File: config.mk
export PLATFORM = sky130hd
export DESIGN_NAME = alu_cmd_driver_flat
export DESIGN_NICKNAME = d
export VERILOG_FILES = /design/src/rtl/alu_cmd_driver_if.sv /design/src/rtl/alu_cmd_driver.sv /design/src/flat_wrapper.sv
export SDC_FILE = /design/constraint.sdc
export NUM_CORES = 1
export LEC_CHECK = 0
export ABC_AREA = 1
export CAP_MARGIN = 20
export CORE_MARGIN = 2
export CORE_UTILIZATION = 25
export CTS_CLUSTER_SIZE = 14
export DETAILED_ROUTE_END_ITERATION = 10
export GPL_ROUTABILITY_DRIVEN = 0
export HOLD_SLACK_MARGIN = 0.15
export SETUP_SLACK_MARGIN = 0.2
export SLEW_MARGIN = 5
export SYNTH_ARGS = -nofsm -noshare
export SYNTH_HDL_FRONTEND = slang
export SYNTH_SLANG_ARGS = --single-unit
File: constraint.sdc
create_clock -name clk -period 1.4 [get_ports clk]
set_clock_uncertainty 0.15 [all_clocks]
set_input_delay 0.28 -clock clk [delete_from_list [all_inputs] [get_ports clk]]
set_output_delay 0.28 -clock clk [all_outputs]
set_load 0.005 [all_outputs]
File: src/rtl/alu_cmd_driver_if.sv
// Request, ALU-side and response signals between the command driver and its neighbours.
// The slave modport is the driver; the master modport is the requester/ALU/consumer side.
interface alu_cmd_driver_if;
  logic       req_valid;
  logic       req_ready;
  logic [3:0] req_opcode;
  logic [7:0] req_a;
  logic [7:0] req_b;
  logic [7:0] alu_a;
  logic [7:0] alu_b;
  logic [3:0] alu_opcode;
  logic       alu_en;
  logic [7:0] alu_out;
  logic       alu_cout;
  logic       rsp_valid;
  logic       rsp_ready;
  logic [7:0] rsp_out;
  logic       rsp_cout;
  logic       rsp_err;
  logic [7:0] op_count;

  modport slave (
    input  req_valid, req_opcode, req_a, req_b, alu_out, alu_cout, rsp_ready,
    output req_ready, alu_a, alu_b, alu_opcode, alu_en,
           rsp_valid, rsp_out, rsp_cout, rsp_err, op_count
  );

  modport master (
    output req_valid, req_opcode, req_a, req_b, alu_out, alu_cout, rsp_ready,
    input  req_ready, alu_a, alu_b, alu_opcode, alu_en,
           rsp_valid, rsp_out, rsp_cout, rsp_err, op_count
  );
endinterface

File: src/rtl/alu_cmd_driver.sv
// Self-timed command engine in front of the 8-bit ALU: accepts a request, drives
// operands through a setup/enable sequence, captures the result and returns it.
module alu_cmd_driver #(
  parameter int unsigned SETUP_CYCLES = 1,
  parameter int unsigned EN_CYCLES    = 2,
  parameter logic [15:0] OPCODE_MASK  = 16'hC0D0
) (
  input  logic             clk,
  input  logic             rst_n,
  alu_cmd_driver_if.slave  bus
);

  localparam int unsigned CNT_W = 4;
  localparam logic [CNT_W-1:0] SETUP_LAST = CNT_W'(SETUP_CYCLES - 1);
  localparam logic [CNT_W-1:0] EN_LAST    = CNT_W'(EN_CYCLES - 1);

  localparam logic [1:0] ST_IDLE   = 2'd0;
  localparam logic [1:0] ST_SETUP  = 2'd1;
  localparam logic [1:0] ST_ENABLE = 2'd2;
  localparam logic [1:0] ST_RESP   = 2'd3;

  logic [1:0]       state_q,     state_d;
  logic [CNT_W-1:0] cnt_q,       cnt_d;
  logic [7:0]       alu_a_q,     alu_a_d;
  logic [7:0]       alu_b_q,     alu_b_d;
  logic [3:0]       alu_op_q,    alu_op_d;
  logic             alu_en_q,    alu_en_d;
  logic             rsp_valid_q, rsp_valid_d;
  logic [7:0]       rsp_out_q,   rsp_out_d;
  logic             rsp_cout_q,  rsp_cout_d;
  logic             rsp_err_q,   rsp_err_d;
  logic [7:0]       op_count_q,  op_count_d;

  // Next-state and registered-output logic
  always_comb begin
    state_d     = state_q;
    cnt_d       = cnt_q;
    alu_a_d     = alu_a_q;
    alu_b_d     = alu_b_q;
    alu_op_d    = alu_op_q;
    alu_en_d    = alu_en_q;
    rsp_valid_d = rsp_valid_q;
    rsp_out_d   = rsp_out_q;
    rsp_cout_d  = rsp_cout_q;
    rsp_err_d   = rsp_err_q;
    op_count_d  = op_count_q;

    case (state_q)
      ST_IDLE: begin
        if (bus.req_valid) begin
          if (OPCODE_MASK[bus.req_opcode]) begin
            alu_a_d  = bus.req_a;
            alu_b_d  = bus.req_b;
            alu_op_d = bus.req_opcode;
            cnt_d    = '0;
            state_d  = ST_SETUP;
          end else begin
            // Illegal opcode: the ALU is never touched, an error response is returned
            rsp_valid_d = 1'b1;
            rsp_out_d   = 8'd0;
            rsp_cout_d  = 1'b0;
            rsp_err_d   = 1'b1;
            state_d     = ST_RESP;
          end
        end
      end
      ST_SETUP: begin
        if (cnt_q == SETUP_LAST) begin
          cnt_d    = '0;
          alu_en_d = 1'b1;
          state_d  = ST_ENABLE;
        end else begin
          cnt_d = cnt_q + CNT_W'(1);
        end
      end
      ST_ENABLE: begin
        if (cnt_q == EN_LAST) begin
          cnt_d       = '0;
          alu_en_d    = 1'b0;
          rsp_valid_d = 1'b1;
          rsp_out_d   = bus.alu_out;
          rsp_cout_d  = bus.alu_cout;
          rsp_err_d   = 1'b0;
          state_d     = ST_RESP;
        end else begin
          cnt_d = cnt_q + CNT_W'(1);
        end
      end
      ST_RESP: begin
        if (bus.rsp_ready) begin
          rsp_valid_d = 1'b0;
          op_count_d  = op_count_q + 8'd1;
          state_d     = ST_IDLE;
        end
      end
      default: state_d = ST_IDLE;
    endcase
  end

  always_ff @(posedge clk) begin
    if (!rst_n) begin
      state_q     <= ST_IDLE;
      cnt_q       <= '0;
      alu_a_q     <= 8'd0;
      alu_b_q     <= 8'd0;
      alu_op_q    <= 4'd0;
      alu_en_q    <= 1'b0;
      rsp_valid_q <= 1'b0;
      rsp_out_q   <= 8'd0;
      rsp_cout_q  <= 1'b0;
      rsp_err_q   <= 1'b0;
      op_count_q  <= 8'd0;
    end else begin
      state_q     <= state_d;
      cnt_q       <= cnt_d;
      alu_a_q     <= alu_a_d;
      alu_b_q     <= alu_b_d;
      alu_op_q    <= alu_op_d;
      alu_en_q    <= alu_en_d;
      rsp_valid_q <= rsp_valid_d;
      rsp_out_q   <= rsp_out_d;
      rsp_cout_q  <= rsp_cout_d;
      rsp_err_q   <= rsp_err_d;
      op_count_q  <= op_count_d;
    end
  end

  // Ready is a pure state decode, held low while reset is applied
  assign bus.req_ready  = rst_n && (state_q == ST_IDLE);
  assign bus.alu_a      = alu_a_q;
  assign bus.alu_b      = alu_b_q;
  assign bus.alu_opcode = alu_op_q;
  assign bus.alu_en     = alu_en_q;
  assign bus.rsp_valid  = rsp_valid_q;
  assign bus.rsp_out    = rsp_out_q;
  assign bus.rsp_cout   = rsp_cout_q;
  assign bus.rsp_err    = rsp_err_q;
  assign bus.op_count   = op_count_q;

endmodule

File: src/flat_wrapper.sv
// flat-port wrapper written by rule: the top's interface ports become plain ports
module alu_cmd_driver_flat 
#(
  parameter int unsigned SETUP_CYCLES = 1,
  parameter int unsigned EN_CYCLES    = 2,
  parameter logic [15:0] OPCODE_MASK  = 16'hC0D0
)
  (clk, rst_n, bus_req_valid, bus_req_opcode, bus_req_a, bus_req_b, bus_alu_out, bus_alu_cout, bus_rsp_ready, bus_req_ready, bus_alu_a, bus_alu_b, bus_alu_opcode, bus_alu_en, bus_rsp_valid, bus_rsp_out, bus_rsp_cout, bus_rsp_err, bus_op_count);
  alu_cmd_driver_if bus_i ();
  input  logic clk;
  input  logic rst_n;
  input wire logic [$bits(bus_i.req_valid)-1:0] bus_req_valid;
  input wire logic [$bits(bus_i.req_opcode)-1:0] bus_req_opcode;
  input wire logic [$bits(bus_i.req_a)-1:0] bus_req_a;
  input wire logic [$bits(bus_i.req_b)-1:0] bus_req_b;
  input wire logic [$bits(bus_i.alu_out)-1:0] bus_alu_out;
  input wire logic [$bits(bus_i.alu_cout)-1:0] bus_alu_cout;
  input wire logic [$bits(bus_i.rsp_ready)-1:0] bus_rsp_ready;
  output wire logic [$bits(bus_i.req_ready)-1:0] bus_req_ready;
  output wire logic [$bits(bus_i.alu_a)-1:0] bus_alu_a;
  output wire logic [$bits(bus_i.alu_b)-1:0] bus_alu_b;
  output wire logic [$bits(bus_i.alu_opcode)-1:0] bus_alu_opcode;
  output wire logic [$bits(bus_i.alu_en)-1:0] bus_alu_en;
  output wire logic [$bits(bus_i.rsp_valid)-1:0] bus_rsp_valid;
  output wire logic [$bits(bus_i.rsp_out)-1:0] bus_rsp_out;
  output wire logic [$bits(bus_i.rsp_cout)-1:0] bus_rsp_cout;
  output wire logic [$bits(bus_i.rsp_err)-1:0] bus_rsp_err;
  output wire logic [$bits(bus_i.op_count)-1:0] bus_op_count;
  assign bus_i.req_valid = bus_req_valid;
  assign bus_i.req_opcode = bus_req_opcode;
  assign bus_i.req_a = bus_req_a;
  assign bus_i.req_b = bus_req_b;
  assign bus_i.alu_out = bus_alu_out;
  assign bus_i.alu_cout = bus_alu_cout;
  assign bus_i.rsp_ready = bus_rsp_ready;
  assign bus_req_ready = bus_i.req_ready;
  assign bus_alu_a = bus_i.alu_a;
  assign bus_alu_b = bus_i.alu_b;
  assign bus_alu_opcode = bus_i.alu_opcode;
  assign bus_alu_en = bus_i.alu_en;
  assign bus_rsp_valid = bus_i.rsp_valid;
  assign bus_rsp_out = bus_i.rsp_out;
  assign bus_rsp_cout = bus_i.rsp_cout;
  assign bus_rsp_err = bus_i.rsp_err;
  assign bus_op_count = bus_i.op_count;
  alu_cmd_driver #(.SETUP_CYCLES(SETUP_CYCLES), .EN_CYCLES(EN_CYCLES), .OPCODE_MASK(OPCODE_MASK)) u_core (.clk(clk), .rst_n(rst_n), .bus(bus_i));
endmodule
; ---- Word-level counts from Yosys, hierarchy flattened
; Memories as Yosys holds them, arrays and structs flattened.
; Cells that the tools add are included.
[op_classes]
add_sub_neg = 2
magnitude_cmp = 1
n_eq_ne = 10
n_mux = 29
reduce_logical = 14
[op_table]
columns = operator, n
row1 = $mux W8, 3
row2 = $mux W4, 4
row3 = $pmux W8 S2, 1
row4 = $pmux W4 S3, 1
row5 = $mux W1, 10
row6 = $mux W2, 5
row7 = $reduce_and A3 Y1, 3
row8 = $add A8 B1 Y8 const B, 1
row9 = $pmux W2 S4, 1
row10 = $reduce_and A4 Y1, 2
row11 = $ne A2 B1 Y1 const B, 3
row12 = $ne A2 B2 Y1 const B, 3
row13 = $pmux W1 S2, 3
row14 = $reduce_bool A3 Y1, 2
row15 = $lt A4 B5 Y1 const B, 1
row16 = $reduce_and A5 Y1, 1
row17 = $add A4 B1 Y4 const B, 1
row18 = $eq A2 B2 Y1 const B, 2
row19 = $eq A4 B1 Y1 const B, 1
row20 = $logic_not A4 Y1, 1
row21 = $reduce_bool A2 Y1, 2
row22 = $pmux W1 S3, 1
row23 = $eq A2 B1 Y1 const B, 1
row24 = $logic_not A2 Y1, 1
row25 = other kinds (2), 2
[word_totals]
reg_bits = 46
mem_bits_ro = 16
inputBits = 33
output_inout_bits = 41
word_cells = 68
memories = 1
[memory_table]
columns = name, depth, width, read_ports, rd_ports_with_merged_regs, wr, line_no
row1 = (name not given), 16, 1, 1, 0, 0, alu_cmd_driver.sv:51  ; if (OPCODE_MASK[bus.req_opcode]) begin

; ---- Depth between registers and ports, before layout
; Gate-level depths: netlist (run 1).
[depth]
depth_word = 5
mapped_depth = 9
depth_no_buf = 9

; ---- Worst setup path before layout (run 1)
; No wires, ideal clock.
[synth_timing]
kind = reg2reg
start = register u_core.state_q[0]
end = register u_core.state_q[0]
arrival_time_ns = 1.317
t_required_ns = 1.134
path_slack_ns = -0.182
path_stages_with_launch = 10
path_buffers = 1
period_less_slack_ns = 1.582
path_cell_list = dfxtp_1 inv_1 ha_1 buf_2 nand2_2 nand2_1 nor2_1 inv_1 nor2_1 nor2_1
[synth_via]
elab_chain_len = 3
word_cells_on_any_way = 10
cone_classes = 7 x eq/ne / 1 x mux / 2 x reduce/logical
[synth_rtl]
columns = element, line_no
row1 = "start, declared", alu_cmd_driver.sv:22  ; logic [1:0] state_q, state_d;
row2 = "start signal, assigned", alu_cmd_driver.sv:114  ; state_q <= state_d;
row3 = "$eq A2 B1 Y1, or another cell as far along", alu_cmd_driver.sv:48  ; case (state_q)
row4 = $ne A2 B1 Y1 (no line) or $ne A2 B2 Y1 (tied branches), -
row5 = $reduce_and A4 Y1 (no line), -
; Parallel ways exist; a longest one is shown, timed or not.
; A chain may end at the register's enable or synchronous reset.

; ---- Worst setup path in the final report (run 1)
[layout_timing]
start = register u_core.state_q[0]
end = register u_core.rsp_out_q[0], in the netlist u_core.bus.rsp_out[0]
[layout_via]
elab_chain_len = 3
word_cells_on_any_way = 8
cone_classes = 4 x eq/ne / 1 x mux / 3 x reduce/logical
[layout_rtl]
columns = element, line_no
row1 = $eq A2 B2 Y1 or $logic_not A2 Y1 (tied branches), alu_cmd_driver.sv:48
row2 = "$ne A2 B1 Y1 (no line), or another cell as far along", -
row3 = $reduce_and A4 Y1 (no line), -
row4 = "end signal, assigned", alu_cmd_driver.sv:121  ; rsp_out_q <= rsp_out_d;
row5 = "end, declared", alu_cmd_driver.sv:29  ; logic [7:0] rsp_out_q, rsp_out_d;
; Parallel ways exist; a longest one is shown, timed or not.

==> impl_metrics.json, run 1 <==
{
  "setup_viol": 42,
  "vias": 2307,
  "ys_warn_count": 0,
  "io_buffers": 73,
  "critPathKind": "flip-flop to flip-flop",
  "clkTransAtPathRegs_ps": 80,
  "path_cells": "inv_2 > ha_4 > buf_6 > inv_4 > nand2_2 > and2_4 > buf_12 > nand4_1 > a21oi_1",
  "final_common_cell": "inv_1",
  "instances_no_fill": 520,
  "synth_top_family_by_area": "simple AND/OR/NAND/NOR gates",
  "grt_pass1_vias": 2192,
  "switching_share_pct": 36.89,
  "htreeDepth": 2,
  "ys_types": 21,
  "cp_slowest_stage_delay_ps": 330,
  "slew_viol_final": 0,
  "pwr_density_cell_mw_per_mm2": 1496,
  "fp.coreArea_mm2": 0.008134,
  "clkLatencyLatePin_ps": 300,
  "avgSynthCellArea_um2": 7.212,
  "ant_nets": 0,
  "status": "finished with violations",
  "grt_pass1_wl_um": 10190,
  "cap_violations": 0,
  "holdWs_ps": 275.7,
  "p_int_mw": 3.748,
  "post-route-util_pct": 48.79,
  "p_sw_mw": 2.191,
  "p_leak_nw": 1.792,
  "dr.pass1.iters": 4,
  "grt_util_all_layers_pct": 14.41,
  "max_freq_ghz": 0.6330,
  "cts.path.max_buffers": 2,
  "max_slew_margin_pct": 82.40,
  "min-delay-start": "bus_req_opcode[1]",
  "fin_ws_ps": -179.8,
  "violations": "negative setup slack",
  "synthXorXnorAreaFrac_pct": 0.4217,
  "cp-end-kind": "flip-flop",
  "p_comb_share_pct": 54.4,
  "syn2layout_area_growth_pct": 91.08,
  "yosysSeqAreaShare_pct": 44.34,
  "ys_ff_latch": 46,
  "synth_cells": 288,
  "io_pins": 74,
  "fin_crit_sh_pct": 112.8,
  "final_layout_size_suffix_gt1_share_pct": 56.14,
  "min_period_ps": 1580,
  "fin_nets": 456,
  "synth_mux_area_share_pct": 0,
  "rsz0062_at_grt": "yes",
  "synth_simple_gate_area_share_pct": 21.20,
  "die-area_mm2": 0.009054,
  "n_antenna_cell": 0,
  "arrival_ps": 1660,
  "critPathLaunchType": "flip-flop",
  "p_clk_share_pct": 17.1,
  "clock-root-buffer": "clkbuf_8",
  "cp.required_ps": 1480,
  "rows": 33,
  "power_mw": 5.939,
  "syn_area_mm2": 0.002077,
  "drc": 0,
  "antenna_found_initial": 0,
  "tightest_slew_ps": 263.2,
  "startpoint": "u_core.state_q[0]$_SDFFE_PN0P_",
  "viasPerCell": 4.437,
  "drtIter0Drc": 64,
  "cts_buffers": 5,
  "overflow": 0,
  "start_util_pct": 25.53,
  "cts_num_sinks": 46,
  "synth_fp_nets": 329,
  "p_seq_share_pct": 28.5,
  "ir_worst_vdd_v": 0.0006186,
  "critPathMaxFanout": 8,
  "placed_cells": 483,
  "die_y_um": 95.15,
  "slowest_stage": "dfxtp_2",
  "synth-compound-area-share_pct": 16.57,
  "synthAdderAreaFrac_pct": 4.819,
  "hold_violations": 0,
  "dpl.hpwl_um": 4032,
  "fillers": 777,
  "most-common-layout-cells": "inv_1, dfxtp_2, buf_4",
  "totalWireLength_um": 6718,
  "reg2reg_from": "u_core.state_q[0]$_SDFFE_PN0P_",
  "wl_per_cell_um": 12.92,
  "grt_max_degree": 18,
  "min_path_type": "input pin to flip-flop",
  "cts_hold_buf": 0,
  "cts_tree": "done",
  "die_x_um": 95.15
}
## path summary, 6_finish.rpt
kind	slack, ps	end	depth (start not counted)
setup / recovery	-180	u_core.bus.rsp_out[0]$_SDFFE_PN0P_	9
hold / removal	280	u_core.bus.alu_opcode[1]$_SDFFE_PN0P_	3
setup reg to reg	-180	u_core.bus.rsp_out[0]$_SDFFE_PN0P_	9
hold reg to reg	290	u_core.bus.alu_a[1]$_SDFFE_PN0P_	2
## worst max-delay path, delay by kind of cell, from the launching register on
kind | cells | cell delay, ps
simple gates | 3 | 370
buf+inv | 4 | 360
flops | 1 | 330
fa+ha+maj | 1 | 160
compound gates | 1 | 140
## logic make-up (layout without fill, tap and decap cells)
| group | after synthesis | after routing |
|---|---|---|
| AOI/OAI and AO/OA | 67 | 67 |
| buffers and inverters | 67 | 193 |
| xor gates and xnor gates | 1 | 1 |
| and+or+nand+nor | 99 | 100 |
| adders and majority gates | 8 | 8 |
| DFF | 46 | 46 |
## final cells by class
class                           count  area (um2)  area share [%]
Sequential cell                    46       975.9           24.59
Inverter                           55       216.5           5.454
Multi-Input combinational cell    176        1303           32.82
Tap cell                          105       131.4           3.310
Timing Repair Buffer              131        1230           30.99
Clock inverter                      1       30.03          0.7566
Clock buffer                        6       82.58           2.081
## cells in the mapped netlist
library cell	instances	area [um2]
a21boi_0	1	7.510
a21oi_1	37	185.2
and2_2	1	7.510
buf_2	3	15.01
buf_6	1	11.26
clkbuf_1	8	30.03
dfxtp_1	46	920.9
ha_1	8	100.1
inv_1	55	206.5
nand2_1	49	183.9
nand2_2	1	6.260
nand3_1	12	60.06
nand3_2	1	10.01
nand4_1	13	81.33
nor2_1	19	71.32
nor3_1	2	10.01
nor3_2	1	10.01
o21ai_0	27	135.1
o21ai_2	1	8.760
o21bai_1	1	7.510
xor2_1	1	8.760
## registers in the layout (all words and copies together), names as in the netlist, 2 cells and up
name,cells
u_core.state_q,2
u_core.bus.alu_opcode,4
u_core.bus.alu_a,8
u_core.bus.alu_b,8
u_core.bus.rsp_out,8
u_core.cnt_q,4
u_core.bus.op_count,8
## per-stage QoR
step	setup slack (ps)	TNS [ps]	instance area, um2
floorplan	39.49	0	2188
global placement	-415.7	-15590	3231
detailed placement	-463.5	-16760	3231
CTS	-150.0	-2761	3656
global route	-274.2	-6719	3969
finish	-179.8	-3691	3969
## what timing repair did
item                       in CTS  in global routing
gates cloned                    5                  0
resized for setup             294                 63
pin swaps                      27                 22
setup endpoints to repair      87                 69
buffers inserted               15                 10
## layer usage
| metal | track usage [%] | vias up | wire length, um |
|---|---|---|---|
| li1 | - | 1174 | - |
| met1 | 16.51 | 1092 | 2779 |
| met3 | 3.241 | 7 | 286 |
| met5 | 0 | - | 0 |
| met4 | 3.623 | 0 | 95 |
| met2 | 26.82 | 34 | 3557 |
## power groups by stage
stage          Clock (mW)  Combinational [mW]  Sequential, mW
5_1_grt              1.10                3.52            1.72
6_report             1.02                3.23            1.69
2_1_floorplan           0                1.31            1.70
3_3_place_gp            0                2.27            1.67
4_1_cts              1.04                2.82            1.67
3_5_place_dp            0                2.31            1.68
Note: power is estimated with default switching activity, not from simulation.
==> inputs of run 2 (changes only) <==
CELL_PAD_IN_SITES_DETAIL_PLACEMENT = 1   (was not set)
CELL_PAD_IN_SITES_GLOBAL_PLACEMENT = 1   (was not set)
CORE_UTILIZATION = 28   (was 25)
GPL_TIMING_DRIVEN = 0   (was not set)
PLACE_DENSITY_LB_ADDON = 0.1   (was not set)
==> run 2 against run 1 <==
The flow still finishes with violations (negative setup slack). Total power decreased by 6.3%. Via count rose by 0.61%. Count of clock-buffer cells in the layout did not move. Utilization is 2.6 points higher. First-iteration DRC count is 6.3% lower. Sequential power about the same. Final area decreased by 6.7%. Non-clock buffer count decreased by 11. Maximum frequency shrank 0.27%. Critical path depth fell by 4. Largest cell class unchanged. Highest routed layer unchanged.
==> impl_metrics.json, run 2 (synthesized netlist as in run 1, its figures left out) <==
{
  "status": "finished with violations",
  "violations": "negative setup slack",
  "final_common_cell": "inv_1",
  "fin_setup_tns_ps": -4236,
  "multiInputGateArea_mm2": 0.001239,
  "wl_per_cell_um": 14.53,
  "critPathKind": "flip-flop to output port",
  "htreeDepth": 2,
  "grt_pass1_vias": 2460,
  "cts_hold_buf": 0,
  "grt_util_all_layers_pct": 17.93,
  "rsz0062_at_grt": "yes",
  "max_freq_ghz": 0.6313,
  "setup_viol": 43,
  "io_pins": 74,
  "drc": 0,
  "rows": 31,
  "clkLatencyLatePin_ps": 300,
  "die_y_um": 90.13,
  "dpl.hpwl_um": 4507,
  "io_buffers": 73,
  "overflow": 0,
  "die-area_mm2": 0.008123,
  "pwr_density_cell_mw_per_mm2": 1502,
  "clkTransAtPathRegs_ps": 90,
  "ir_worst_vdd_v": 0.0006153,
  "fin_crit_sh_pct": 113.2,
  "cp_slowest_stage_delay_ps": 390,
  "cts_num_sinks": 46,
  "min_period_ps": 1584,
  "n_antenna_cell": 0,
  "reg2reg_from": "u_core.state_q[1]$_SDFFE_PN0P_",
  "p_leak_nw": 1.689,
  "min_path_type": "input pin to flip-flop",
  "final_layout_size_suffix_gt1_share_pct": 50.74,
  "fin_ws_ps": -184.1,
  "ant_nets": 0,
  "viasPerCell": 4.614,
  "arrival_ps": 1150,
  "grt_pass1_wl_um": 11950,
  "totalWireLength_um": 7310,
  "fin_nets": 445,
  "cts_tree": "done",
  "dpl_cell_area_mm2": 0.003043,
  "most-common-layout-cells": "inv_1, nand2_1, dfxtp_2",
  "cp-end-kind": "output port",
  "drtIter0Drc": 60,
  "regArea_um2": 985.9,
  "grt_max_degree": 14,
  "syn2layout_area_growth_pct": 78.37,
  "critPathLaunchType": "flip-flop",
  "fin_area_mm2": 0.003705,
  "post-place-ws_ps": -1104,
  "slew_viol_final": 0,
  "cts_buffers": 5,
  "fp.coreArea_mm2": 0.007214,
  "dr.pass1.iters": 4,
  "cts.path.max_buffers": 2,
  "clock-root-buffer": "clkbuf_8",
  "start_util_pct": 28.79,
  "cp.required_ps": 970,
  "max_slew_margin_pct": 76.39,
  "antenna_found_initial": 0,
  "endpoint": "bus_req_ready",
  "cap_violations": 0,
  "r2r_cells": 9,
  "die_x_um": 90.13,
  "slowest_stage": "dfxtp_4",
  "vias": 2321,
  "critPathMaxFanout": 5,
  "holdWs_ps": 164.8,
  "r2r_setup_slack_ps": -170,
  "timing.rr.end": "u_core.bus.rsp_valid$_SDFFE_PN0P_",
  "startpoint": "u_core.state_q[1]$_SDFFE_PN0P_",
  "fillers": 896,
  "hold_violations": 0,
  "tightest_slew_ps": 354.2,
  "path_cells": "inv_4 > ha_4 > nand2_1 > inv_1 > buf_2"
}
==> run 2: cell types whose count changed in the layout (fill, tap and decap cells not counted), sizes merged <==
cell           delta
clkbuf            +7
dlygate4sd2       -1
clkinv            +1
inv               -1
clkdlybuf4s50     -1
dlymetal6s2s      +1
bufbuf            -1
buf              -16
==> run 2: timing repair <==
action,in CTS,in global routing
pin swaps,16,20
setup buffers,22,9
gates cloned,5,0
endpoints found under the setup margin,87,55
gates resized for setup,295,51
==> run 2: area by class of cell <==
type	count	area share [%]
Clock buffer	6	2.229
Inverter	55	6.045
Buffer	12	3.985
Tap cell	99	3.343
Clock inverter	1	0.8105
Timing Repair Buffer	108	23.54
Multi-Input combinational cell	176	33.43
Sequential cell	46	26.61
==> run 2: routing by layer <==
layer	global-route usage [%]	routed length (um)	vias to the layer above
met5	0	0	-
li1	-	-	1152
met1	21.18	3039	1121
met2	33.40	3945	40
met3	2.934	231	8
met4	4.744	93	0
==> run 2: worst min-delay path by stage <==
stage	to	slack (ps)	cells past startpoint	startpoint
2_1_floorplan	u_core.bus.alu_a[5]$_SDFFE_PN0P_	270	2	rst_n
3_3_place_gp	u_core.bus.alu_opcode[1]$_SDFFE_PN0P_	280	2	u_core.bus.alu_opcode[1]$_SDFFE_PN0P_
3_5_place_dp	u_core.bus.alu_b[4]$_SDFFE_PN0P_	290	2	u_core.bus.alu_b[4]$_SDFFE_PN0P_
4_1_cts	u_core.bus.alu_opcode[3]$_SDFFE_PN0P_	280	3	bus_req_opcode[3]
5_1_grt	u_core.bus.alu_b[0]$_SDFFE_PN0P_	180	3	rst_n
6_report	u_core.bus.alu_b[0]$_SDFFE_PN0P_	160	3	rst_n
==> run 2: worst max-delay path, delay by kind of cell, from the launching register on <==
kind / cells / cell delay [ps]
flops: 1 / 390
buf+inv: 3 / 220
fa+ha+maj: 1 / 170
simple gates: 1 / 80
==> run 2: power breakdown <==
group	internal (mW)	switching [mW]	leakage, nW	total (mW)
Sequential	1.57	0.144	0.395	1.71
Combinational	1.34	1.47	1.24	2.81
Clock	0.572	0.468	0.0573	1.04
==> run 2: stage by stage <==
stage / total power [mW] / cells / util, %
floorplan: 3.008 / 288 / -
global route: 5.950 / 503 / 51.35
CTS: 5.314 / 494 / 47.97
global placement: 3.703 / 460 / 42.18
detailed placement: 3.756 / 460 / 42.18
finish: 5.566 / 503 / 51.35
==> inputs of run 3 (changes only) <==
CELL_PAD_IN_SITES_DETAIL_PLACEMENT = not set   (was 1)
CELL_PAD_IN_SITES_GLOBAL_PLACEMENT = not set   (was 1)
CORE_UTILIZATION = 40   (was 28)
PLACE_DENSITY = 0.75   (was not set)
PLACE_DENSITY_LB_ADDON = not set   (was 0.1)
==> run 3 against run 2 <==
The flow still finishes with violations (negative setup slack). Flip-flop and latch count unchanged. Critical path depth grew 5. Hold slack better by 60 ps. First-iteration DRC count is 82% higher. Utilization grew 23 points. Global-route usage up 4.4 points. Total power increased by 4.0%. Die area fell by 29%. Maximum frequency decreased by 1.5%. Final cell count down 5.0%. Critical endpoint is now u_core.state_q[1]$_SDFFE_PN0P_.
==> impl_metrics.json, run 3 (synthesized netlist as in run 1, its figures left out) <==
{
  "r2r_setup_slack_ps": -210,
  "cts_num_sinks": 46,
  "worstHoldPathCells": 3,
  "min_path_type": "input pin to flip-flop",
  "dr.pass1.iters": 4,
  "p_int_mw": 3.716,
  "arrival_ps": 1640,
  "post-place-ws_ps": -1012,
  "setup_viol": 38,
  "slowest_stage": "dfxtp_4",
  "most-common-layout-cells": "inv_1, nand2_1, dfxtp_2",
  "min_period_ps": 1608,
  "htreeDepth": 2,
  "grt_pass1_wl_um": 10470,
  "critPathLaunchType": "flip-flop",
  "viasPerCell": 4.960,
  "fin_crit_sh_pct": 114.9,
  "status": "finished with violations",
  "final_common_cell": "inv_1",
  "fillers": 360,
  "p_seq_share_pct": 29.8,
  "start_util_pct": 40.93,
  "cp_num_buf_inv": 4,
  "ir_worst_vdd_v": 0.001158,
  "tightest_slew_ps": 594.3,
  "grt_util_all_layers_pct": 22.33,
  "clock-root-buffer": "clkbuf_8",
  "min-delay-start": "rst_n",
  "cp.required_ps": 1440,
  "drtIter0Drc": 109,
  "final_layout_size_suffix_gt1_share_pct": 50.49,
  "max_freq_ghz": 0.6218,
  "hold_violations": 0,
  "die_y_um": 76.06,
  "cts_tree": "done",
  "r2r_cells": 10,
  "post-route-util_pct": 73.87,
  "die_x_um": 76.06,
  "drc": 0,
  "totalWireLength_um": 6996,
  "clkLatencyLatePin_ps": 300,
  "p_comb_share_pct": 49.2,
  "wl_per_cell_um": 14.64,
  "fp.coreArea_mm2": 0.005075,
  "n_antenna_cell": 0,
  "clkTransAtPathRegs_ps": 90,
  "hold-path-endpoint": "u_core.bus.rsp_out[0]$_SDFFE_PN0P_",
  "critPathMaxFanout": 6,
  "critPathKind": "flip-flop to flip-flop",
  "syn2layout_area_growth_pct": 80.48,
  "rows": 26,
  "cts.path.max_buffers": 2,
  "cp_top_family": "simple AND/OR/NAND/NOR gates",
  "fin_nets": 448,
  "ant_nets": 0,
  "pwr_density_cell_mw_per_mm2": 1544,
  "violations": "negative setup slack",
  "slew_viol_final": 0,
  "path_cells": "inv_4 > buf_6 > ha_4 > buf_8 > nand2_8 > nand2_8 > nor2_4 > inv_2 > nor2_1 > nor2_1",
  "reg2reg_from": "u_core.state_q[0]$_SDFFE_PN0P_",
  "switching_share_pct": 35.80,
  "die-area_mm2": 0.005785,
  "timing.rr.end": "u_core.state_q[1]$_SDFFE_PN0P_",
  "max_slew_margin_pct": 60.38,
  "startpoint": "u_core.state_q[0]$_SDFFE_PN0P_",
  "io_buffers": 73,
  "p_sw_mw": 2.072,
  "antenna_found_initial": 0,
  "grt_max_degree": 15,
  "cp_slowest_stage_delay_ps": 370,
  "rsz0062_at_grt": "yes",
  "p_clk_share_pct": 21.0,
  "fin_ws_ps": -208.3,
  "cp-end-kind": "flip-flop",
  "overflow": 0,
  "grt_pass1_vias": 2267,
  "cap_violations": 0,
  "p_leak_nw": 1.701,
  "io_pins": 74,
  "cts_buffers": 5,
  "vias": 2371,
  "dpl.hpwl_um": 3846
}
## run 3: cell count changes in the layout (fill, tap and decap cells not counted), moves of 3 or more
cell	delta
buf_2	-8
dlygate4sd3_1	+3
o21ai_0	-3
buf_4	+7
o21ai_1	+3
## run 3: metal layers
metal / routed length (um) / GRT usage (%) / vias up / part of all wire [%]
li1: - / - / 1161 / -
met2: 3834 / 41.88 / 61 / 55
met3: 224 / 5.332 / 23 / 3.2
met4: 240 / 9.818 / 0 / 3.4
met5: 0 / 0 / - / 0
met1: 2696 / 23.67 / 1126 / 39
## run 3: per-stage QoR
stage	TNS (ps)	std cells	cell area [um2]	power, mW	hold WS (ps)
floorplan	0	288	2188	3.008	268.4
global placement	-19370	431	3007	3.635	281.0
detailed placement	-20220	431	3007	3.691	285.2
CTS	-2316	464	3402	5.319	247.5
global route	-5605	478	3749	6.130	272.2
finish	-3115	478	3749	5.788	224.5
## run 3: worst max-delay path by stage
stage	endpoint	cells after the start
final	u_core.state_q[1]$_SDFFE_PN0P_	10
after global routing	u_core.state_q[1]$_SDFFE_PN0P_	10
after CTS	u_core.bus.op_count[6]$_SDFFE_PN0P_	9
after detailed placement	bus_req_ready	5
after global placement	bus_req_ready	5
after floorplan	u_core.state_q[0]$_SDFFE_PN0P_	9
## run 3: final cells by class
type	instances	area, um2	area share (%)
inverters	55	219.0	5.841
clock buffers	6	82.58	2.203
plain buffers	12	153.9	4.105
clock inverters	2	60.06	1.602
repair buffers	112	939.7	25.07
flip-flops and latches	46	983.4	26.23
well taps	70	87.58	2.336
multi-input cells	175	1222	32.61
## run 3: repair_timing
item                                    4_1_cts  5_1_grt
hold endpoints to repair                      0        1
endpoints found under the setup margin       87       70
cloned                                        5        0
buffers inserted                             20       11
pin swaps                                    16       10
hold buffers                                  0        3
resized for setup                           283       63
## run 3: power groups by stage
stage	combinational (mW)	sequential, mW	clock (mW)
after floorplan	1.31	1.70	0
after global placement	1.93	1.70	0
after detailed placement	1.98	1.71	0
after CTS	2.39	1.70	1.23
after global routing	3.10	1.75	1.28
final	2.85	1.73	1.22
## run 3: tightest hold or removal path, cell delays in order
cell      delay, ps
clkbuf_2        140
inv_1           180
a21oi_2          50
